<file path="config.mk">
export PLATFORM = sky130hd
export DESIGN_NAME = uart_fifo
export DESIGN_NICKNAME = d
export VERILOG_FILES = /design/src/rtl/uart_pkg.sv /design/src/rtl/uart_fifo_mem.sv /design/src/rtl/uart_fifo.sv
export SDC_FILE = /design/constraint.sdc
export NUM_CORES = 1
export LEC_CHECK = 0
export CAP_MARGIN = 25
export CORE_UTILIZATION = 55
export DETAILED_ROUTE_END_ITERATION = 8
export PLACE_DENSITY = 0.77
export SLEW_MARGIN = 20
export SYNTH_ARGS = -nofsm -noshare
export SYNTH_HDL_FRONTEND = slang
export SYNTH_SLANG_ARGS = --single-unit
</file>
<file path="constraint.sdc">
create_clock -name clk -period 3.7 [get_ports clk]
set_input_delay 0.74 -clock clk [delete_from_list [all_inputs] [get_ports clk]]
set_output_delay 0.74 -clock clk [all_outputs]
set_load 0.01 [all_outputs]
</file>
<file path="src/rtl/uart_pkg.sv">
// Shared defaults and sizing helpers for the UART holding FIFOs.
package uart_pkg;

    localparam int UART_DATA_WIDTH      = 8;
    localparam int UART_FIFO_ADDR_WIDTH = 4;
    localparam int UART_FIFO_DEPTH      = 2**UART_FIFO_ADDR_WIDTH;

    function automatic int fifo_depth(input int addr_width);
        return 2**addr_width;
    endfunction

    // Pointers and the occupancy count carry one extra bit so full and empty differ.
    function automatic int cnt_width(input int addr_width);
        return addr_width + 1;
    endfunction

endpackage

</file>
<file path="src/rtl/uart_fifo_mem.sv">
// Register-array store: written on the clock edge, read asynchronously.
module uart_fifo_mem
    import uart_pkg::*;
#(
    parameter int DATA_WIDTH = UART_DATA_WIDTH,
    parameter int ADDR_WIDTH = UART_FIFO_ADDR_WIDTH
) (
    input  logic                  clk,
    input  logic                  we,
    input  logic [ADDR_WIDTH-1:0] waddr,
    input  logic [DATA_WIDTH-1:0] wdata,
    input  logic [ADDR_WIDTH-1:0] raddr,
    output logic [DATA_WIDTH-1:0] rdata
);

    logic [DATA_WIDTH-1:0] mem [0:(2**ADDR_WIDTH)-1];

    always_ff @(posedge clk) begin
        if (we) begin
            mem[waddr] <= wdata;
        end
    end

    assign rdata = mem[raddr];

endmodule

</file>
<file path="src/rtl/uart_fifo.sv">
// First-word-fall-through holding FIFO with status thresholds, sticky error flags and flush.
module uart_fifo
    import uart_pkg::*;
#(
    parameter int DATA_WIDTH = UART_DATA_WIDTH,
    parameter int ADDR_WIDTH = UART_FIFO_ADDR_WIDTH,
    parameter int AF_LEVEL   = 2**ADDR_WIDTH - 2,
    parameter int AE_LEVEL   = 2
) (
    input  logic                  clk,
    input  logic                  reset_n,
    input  logic                  clr,
    input  logic                  wr_en,
    input  logic [DATA_WIDTH-1:0] wr_data,
    input  logic                  rd_en,
    output logic [DATA_WIDTH-1:0] rd_data,
    output logic                  full,
    output logic                  empty,
    output logic                  almost_full,
    output logic                  almost_empty,
    output logic [ADDR_WIDTH:0]   count,
    output logic                  overflow,
    output logic                  underflow
);

    localparam int             CW        = cnt_width(ADDR_WIDTH);
    localparam int             DEPTH     = fifo_depth(ADDR_WIDTH);
    localparam logic [CW-1:0]  DEPTH_CNT = CW'(DEPTH);
    localparam logic [CW-1:0]  ONE       = CW'(1);

    logic [CW-1:0] wr_ptr, rd_ptr;
    logic [CW-1:0] wr_ptr_next, rd_ptr_next, count_next;
    logic          ovf_next, unf_next;
    logic          wr_acc, rd_acc;
    logic [31:0]   count_ext;

    // Handshake: wr_en/rd_en are requests sampled at the rising edge. A read is
    // accepted when the FIFO holds data; a write is accepted when there is room
    // or a read frees a slot in the same edge. Rejected requests only set the
    // sticky error flags. clr overrides both requests.
    assign rd_acc = rd_en & ~empty;
    assign wr_acc = wr_en & (~full | rd_acc);

    always_comb begin
        wr_ptr_next = wr_ptr;
        rd_ptr_next = rd_ptr;
        count_next  = count;
        ovf_next    = overflow;
        unf_next    = underflow;
        if (clr) begin
            wr_ptr_next = '0;
            rd_ptr_next = '0;
            count_next  = '0;
            ovf_next    = 1'b0;
            unf_next    = 1'b0;
        end else begin
            if (wr_acc) begin
                wr_ptr_next = wr_ptr + ONE;
            end
            if (rd_acc) begin
                rd_ptr_next = rd_ptr + ONE;
            end
            case ({wr_acc, rd_acc})
                2'b10:   count_next = count + ONE;
                2'b01:   count_next = count - ONE;
                default: count_next = count;
            endcase
            if (wr_en & full & ~rd_acc) begin
                ovf_next = 1'b1;
            end
            if (rd_en & empty) begin
                unf_next = 1'b1;
            end
        end
    end

    // Thresholds compare in 32 bits so any ADDR_WIDTH elaborates cleanly.
    assign count_ext = 32'(count_next);

    always_ff @(posedge clk or negedge reset_n) begin
        if (!reset_n) begin
            wr_ptr       <= '0;
            rd_ptr       <= '0;
            count        <= '0;
            empty        <= 1'b1;
            full         <= 1'b0;
            almost_empty <= 1'b1;
            almost_full  <= (AF_LEVEL == 0);
            overflow     <= 1'b0;
            underflow    <= 1'b0;
        end else begin
            wr_ptr       <= wr_ptr_next;
            rd_ptr       <= rd_ptr_next;
            count        <= count_next;
            empty        <= (count_next == '0);
            full         <= (count_next == DEPTH_CNT);
            almost_empty <= (count_ext <= 32'(AE_LEVEL));
            almost_full  <= (count_ext >= 32'(AF_LEVEL));
            overflow     <= ovf_next;
            underflow    <= unf_next;
        end
    end

    uart_fifo_mem #(
        .DATA_WIDTH(DATA_WIDTH),
        .ADDR_WIDTH(ADDR_WIDTH)
    ) u_mem (
        .clk   (clk),
        .we    (wr_acc & ~clr),
        .waddr (wr_ptr[ADDR_WIDTH-1:0]),
        .wdata (wr_data),
        .raddr (rd_ptr[ADDR_WIDTH-1:0]),
        .rdata (rd_data)
    );

endmodule

</file>
# == Yosys cells after proc, flatten, opt, wreduce, memory -nomap -nowiden ==
# Memory sizes are Yosys's and may differ from the RTL's.
# Index checks and enable logic that the tools add are counted.
# word_totals
n_memories,1
ramBits,128
reg_bits,21
word_cells,47
# op_classes
order_cmp,2
eq_ne,3
reduce_logical,5
bitwise_logic,11
mux,12
addsub,4
# memory_table
memory,words,word_bits,read_ports,rd_clocked_by_memory_dff,wr,line,source
u_mem.mem,16,8,1,0,1,uart_fifo_mem.sv:16,logic [DATA_WIDTH-1:0] mem [0:(2**ADDR_WIDTH)-1];
# op_table
operator,n
$mux W5,5
$add A5 B1 Y5 const B,3
$pmux W5 S2,1
$reduce_bool A2 Y1,4
$and A1 B1 Y1,6
$mux W1,6
$eq A5 B5 Y1 const B,1
$ge A5 B4 Y1 const B,1
$le A5 B2 Y1 const B,1
$logic_not A5 Y1,1
$sub A5 B1 Y5 const B,1
$not A1 Y1,4
$eq A2 B1 Y1 const B,1
$eq A2 B2 Y1 const B,1
$or A1 B1 Y1,1

# == Logic depth before layout (Yosys ltp) ==
# logic_depth
word_depth,8
mapped_depth,11

# == Cells and area by module ==
# From an unflattened synthesis, not the netlist that was laid out.
# hier_totals
hier_cells,328
area_unflattened_um2,6043.3
# by_module_without_submodules
module,n_inst,area_each_um2,cells_each,seq_area_each_um2
uart_fifo_mem,1,4987.3,221,3843.7
uart_fifo,1,1056.0,107,478.0

# == Least setup slack after synthesis ==
# Ideal clock, no wire load.
# synth_path
path_kind,input to register
from,in rd_en
to,reg full
arrival_time_ns,3.066
setup_time_ns,0.095
path_slack_ns,0.539
stages,11
path_cell_list,nand2b_1 -> a21boi_1 -> inv_1 -> ha_1 -> xor2_1 -> ha_1 -> a21oi_2 -> mux2i_1 -> mux2_4 -> or3_4 -> nor4_4
# synth_via
elab_chain_len,7
elab_cells_between_ends,8
# synth_lines
item,line,source
start: declaration,uart_fifo.sv:15,"input logic rd_en,"
$and A1 B1 Y1 (*),uart_fifo.sv:41,assign rd_acc = rd_en & ~empty;
$or A1 B1 Y1,uart_fifo.sv:42,assign wr_acc = wr_en & (~full | rd_acc);
$and A1 B1 Y1,uart_fifo.sv:42,
$eq A2 B1 Y1 / $eq A2 B2 Y1 (equally long branches),uart_fifo.sv:63,"case ({wr_acc, rd_acc})"
$pmux W5 S2 (*),uart_fifo.sv:63,
$mux W5 (*),uart_fifo.sv:50,if (clr) begin
named net count_next[2],uart_fifo.sv:32,"logic [CW-1:0] wr_ptr_next, rd_ptr_next, count_next;"
$eq A5 B5 Y1 (*),uart_fifo.sv:96,full <= (count_next == DEPTH_CNT);
end signal: assignment,uart_fifo.sv:96,
end: declaration,uart_fifo.sv:17,"output logic full,"
# The timed path passes the listed nets; every way through them passes the cells marked *.
# A chain may end at the register's enable or synchronous reset.

# == Worst setup path after layout ==
# layout_path
from,reg rd_ptr[0]
to,out rd_data[4]
# layout_via
elab_chain_len,1
# layout_lines
item,line,source
start: declaration,uart_fifo.sv:31,"logic [CW-1:0] wr_ptr, rd_ptr;"
start signal: assignment,uart_fifo.sv:93,rd_ptr <= rd_ptr_next;
$mem_v2 Z16 W8,n/a,
end: declaration,uart_fifo.sv:16,"output logic [DATA_WIDTH-1:0] rd_data,"
# No other way between the ends.

==> key figures <==
CTS
  – Root Buffer Master: clkbuf_8
  – # Post-CTS Setup Buffers: 1
  – Worst-path clk slew: 60 ps
  – Post-CTS Resized: 0
  – Clock H-tree levels: 4
  – Clk buf depth: 2
  – Worst-Skew Late Latency: 520 ps
  – Hold buffer count at CTS: 0
  – Number of sinks on the clock net: 147
  – CTS tree: done
  – Number of buffers created by CTS: 17

Detailed routing
  – Avg WL per Cell: 22.8 µm
  – DRT antenna net count: 0
  – Drt pass-1 iters: 4
  – Via count: 2989
  – DRC viols: 0
  – Vias per cell: 5.90
  – First DRT Iteration DRCs: 315
  – Routed WL: 11600 µm

Floorplanning
  – Initial Utilization: 0.576
  – # rows: 37
  – Die Footprint: 0.0114 mm²
  – Ports: 32
  – Die height: 107 µm
  – DIE WIDTH: 107 µm
  – Core box area: 0.0105 mm²

Pwr
  – Combinational share of power: 0.172
  – Peak VDD IR: 0.288 mV
  – Sw Share: 0.245
  – Reg power frac: 0.461
  – Internal: 3150 µW
  – PD cells: 586 mW/mm²
  – Clock share of power: 0.367
  – NetSw: 1020 µW
  – Leak: 0.00240 µW

Worst setup path
  – Worst Setup End Kind: output port
  – Crit Path Max Fanout: 27
  – Critical path arrival: 2770 ps
  – Crit path launch type: register
  – CP Data Required Time: 2960 ps
  – WS Path Type: register to output port

Logic synthesis
  – Post-synth EDFFs: 128
  – Syn Area/Cell: 20.0 µm²
  – Main synth FF type: edfxtp_1
  – Mapped cell area: 0.00603 mm²
  – FFs w/ async S/R, synth: 0.129
  – Register area share after synthesis: 0.717
  – Synth area leader: edfxtp_1
  – Yosys cell types: 43
  – Post-Syn Instances: 301
  – Synth top area share: 0.637
  – Synth warn: 0
  – Syn Nets: 322
  – Synth top area cells: edfxtp_1 (64%), mux4_2 (10%), dfrtp_1 (7.1%), mux4_1 (5.7%), ha_1 (1.7%)
  – #FFs+latches synth: 147

Global routing
  – Initial antenna violation count: 0
  – Wire length of the first global-routing pass: 18300 µm
  – Total track usage: 0.231
  – Largest net degree at the start of global routing: 36
  – Number of global-route vias before repair: 3152
  – Total grt overflow: 0

STA
  – Fin Clk Skew: 12.1 ps
  – Final period util: 0.948
  – Crit path time final: 3510 ps
  – Final TNS setup: 0 ps
  – Final setup viols: 0
  – Slew headroom: 0.437
  – Worst-Margin Slew: 841 ps
  – Final Hold Viols: 0
  – RSZ-0062 raised after global routing: no
  – Slew Limit Fails: 0
  – Max Freq: 0.285 GHz

Cells and area
  – Commonest cells after routing, fill and taps aside: edfxtp_1 (128), clkdlybuf4s50_1 (31), mux4_2 (27)
  – Reg area: 0.00432 mm²
  – Post-route design area: 0.00712 mm²
  – Area Growth Syn to Fin: 18.0%
  – Diodes inserted: 0
  – Share of cells above drive strength 1: 0.248
  – Commonest non-fill, non-tap cell in the layout: edfxtp_1
  – Post-route core utilization: 0.680
  – Area of the multi-input gates: 0.00158 mm²
  – Nets: 379
  – # fillers: 689

Place
  – IO buf count: 31
  – Post-detail-place hpwl: 7400 µm
  – Placed cell area: 0.00658 mm²
  – Routability cong.: 0.780

Job
  – Max-capacitance violation count: 0

Hold path
  – HP Class: register to register

Status
  – Status: finished clean
-- cells in the mapped netlist, types with 3 or more instances --
library cell / n
xnor2_1: 3
a21oi_1: 6
mux4_1: 13
buf_6: 3
edfxtp_1: 128
nor3_1: 4
mux4_2: 27
nor2_1: 24
ha_1: 8
dfrtp_1: 17
xor2_1: 5
clkbuf_1: 7
inv_1: 5
nand2b_1: 4
buf_1: 3
nand2_1: 11
-- power groups by stage --
stage | Combinational (µW) | Clock (µW) | Sequential [µW]
after floorplan | 490 | 0 | 1950
after global placement | 685 | 0 | 1970
after detailed placement | 703 | 0 | 1970
after CTS | 730 | 1560 | 1920
after global routing | 772 | 1630 | 1930
final | 718 | 1530 | 1920
-- metrics by stage --
stage                     hold slack [ps]  instances  setup WS [ps]  total power, µW
final                                 491        507            194             4170
after global routing                  535        507            107             4340
after detailed placement              485        474           91.1             2670
after global placement                478        474            132             2650
after CTS                             498        507            142             4220
after floorplan                       444        301            539             2440
-- path summary, 6_finish.rpt --
path                            startpoint         end  slack [ps]  depth (start not counted)
worst max-delay path             rd_ptr[0]  rd_data[4]         190                          4
max in group asynchronous          reset_n   rd_ptr[0]        2420                          1
worst min register to register   underflow   underflow         490                          2
min in group asynchronous          reset_n   rd_ptr[2]         700                          1
worst max register to register       empty        full         820                         10
worst min-delay path             underflow   underflow         490                          2
-- cells by family (layout without fill, tap and decap cells) --
logic type	Yosys count	count (layout)	share of synthesized area
and+or+nand+nor	57	57	0.0492
adders and majority gates	8	8	0.0166
DFF	147	147	0.717
buffers and inverters	20	90	0.0208
AOI/OAI and AO/OA	17	17	0.0199
xor gates and xnor gates	8	8	0.0116
muxes	44	44	0.165
-- critical path, cell delays in order (launching register included) --
cell and delay [ps]:
dfrtp_2 390, buf_12 220, mux4_1 640, mux4_2 470, clkdlybuf4s50_1 510
-- state kept, by name, indices dropped and copies added (netlist names) --
register      count
almost_empty      1
almost_full       1
count             5
empty             1
full              1
overflow          1
rd_ptr            4
u_mem.mem       128
underflow         1
wr_ptr            4
-- layer usage --
metal / vias up / track usage / part of all wire
li1: 1335 / - / -
met1: 1532 / 0.297 / 0.41
met2: 113 / 0.373 / 0.51
met3: 9 / 0.0650 / 0.068
met4: 0 / 0.0959 / 0.011
met5: - / 0 / 0
-- layout make-up --
class                   instances  share of cell area
clock buffers                  19              0.0593
clock inverters                13              0.0156
inverters                       5             0.00264
multi-input cells             134               0.222
flip-flops and latches        147               0.608
well taps                     136              0.0239
repair buffers                 53              0.0686
(Power assumes the default switching activity.)
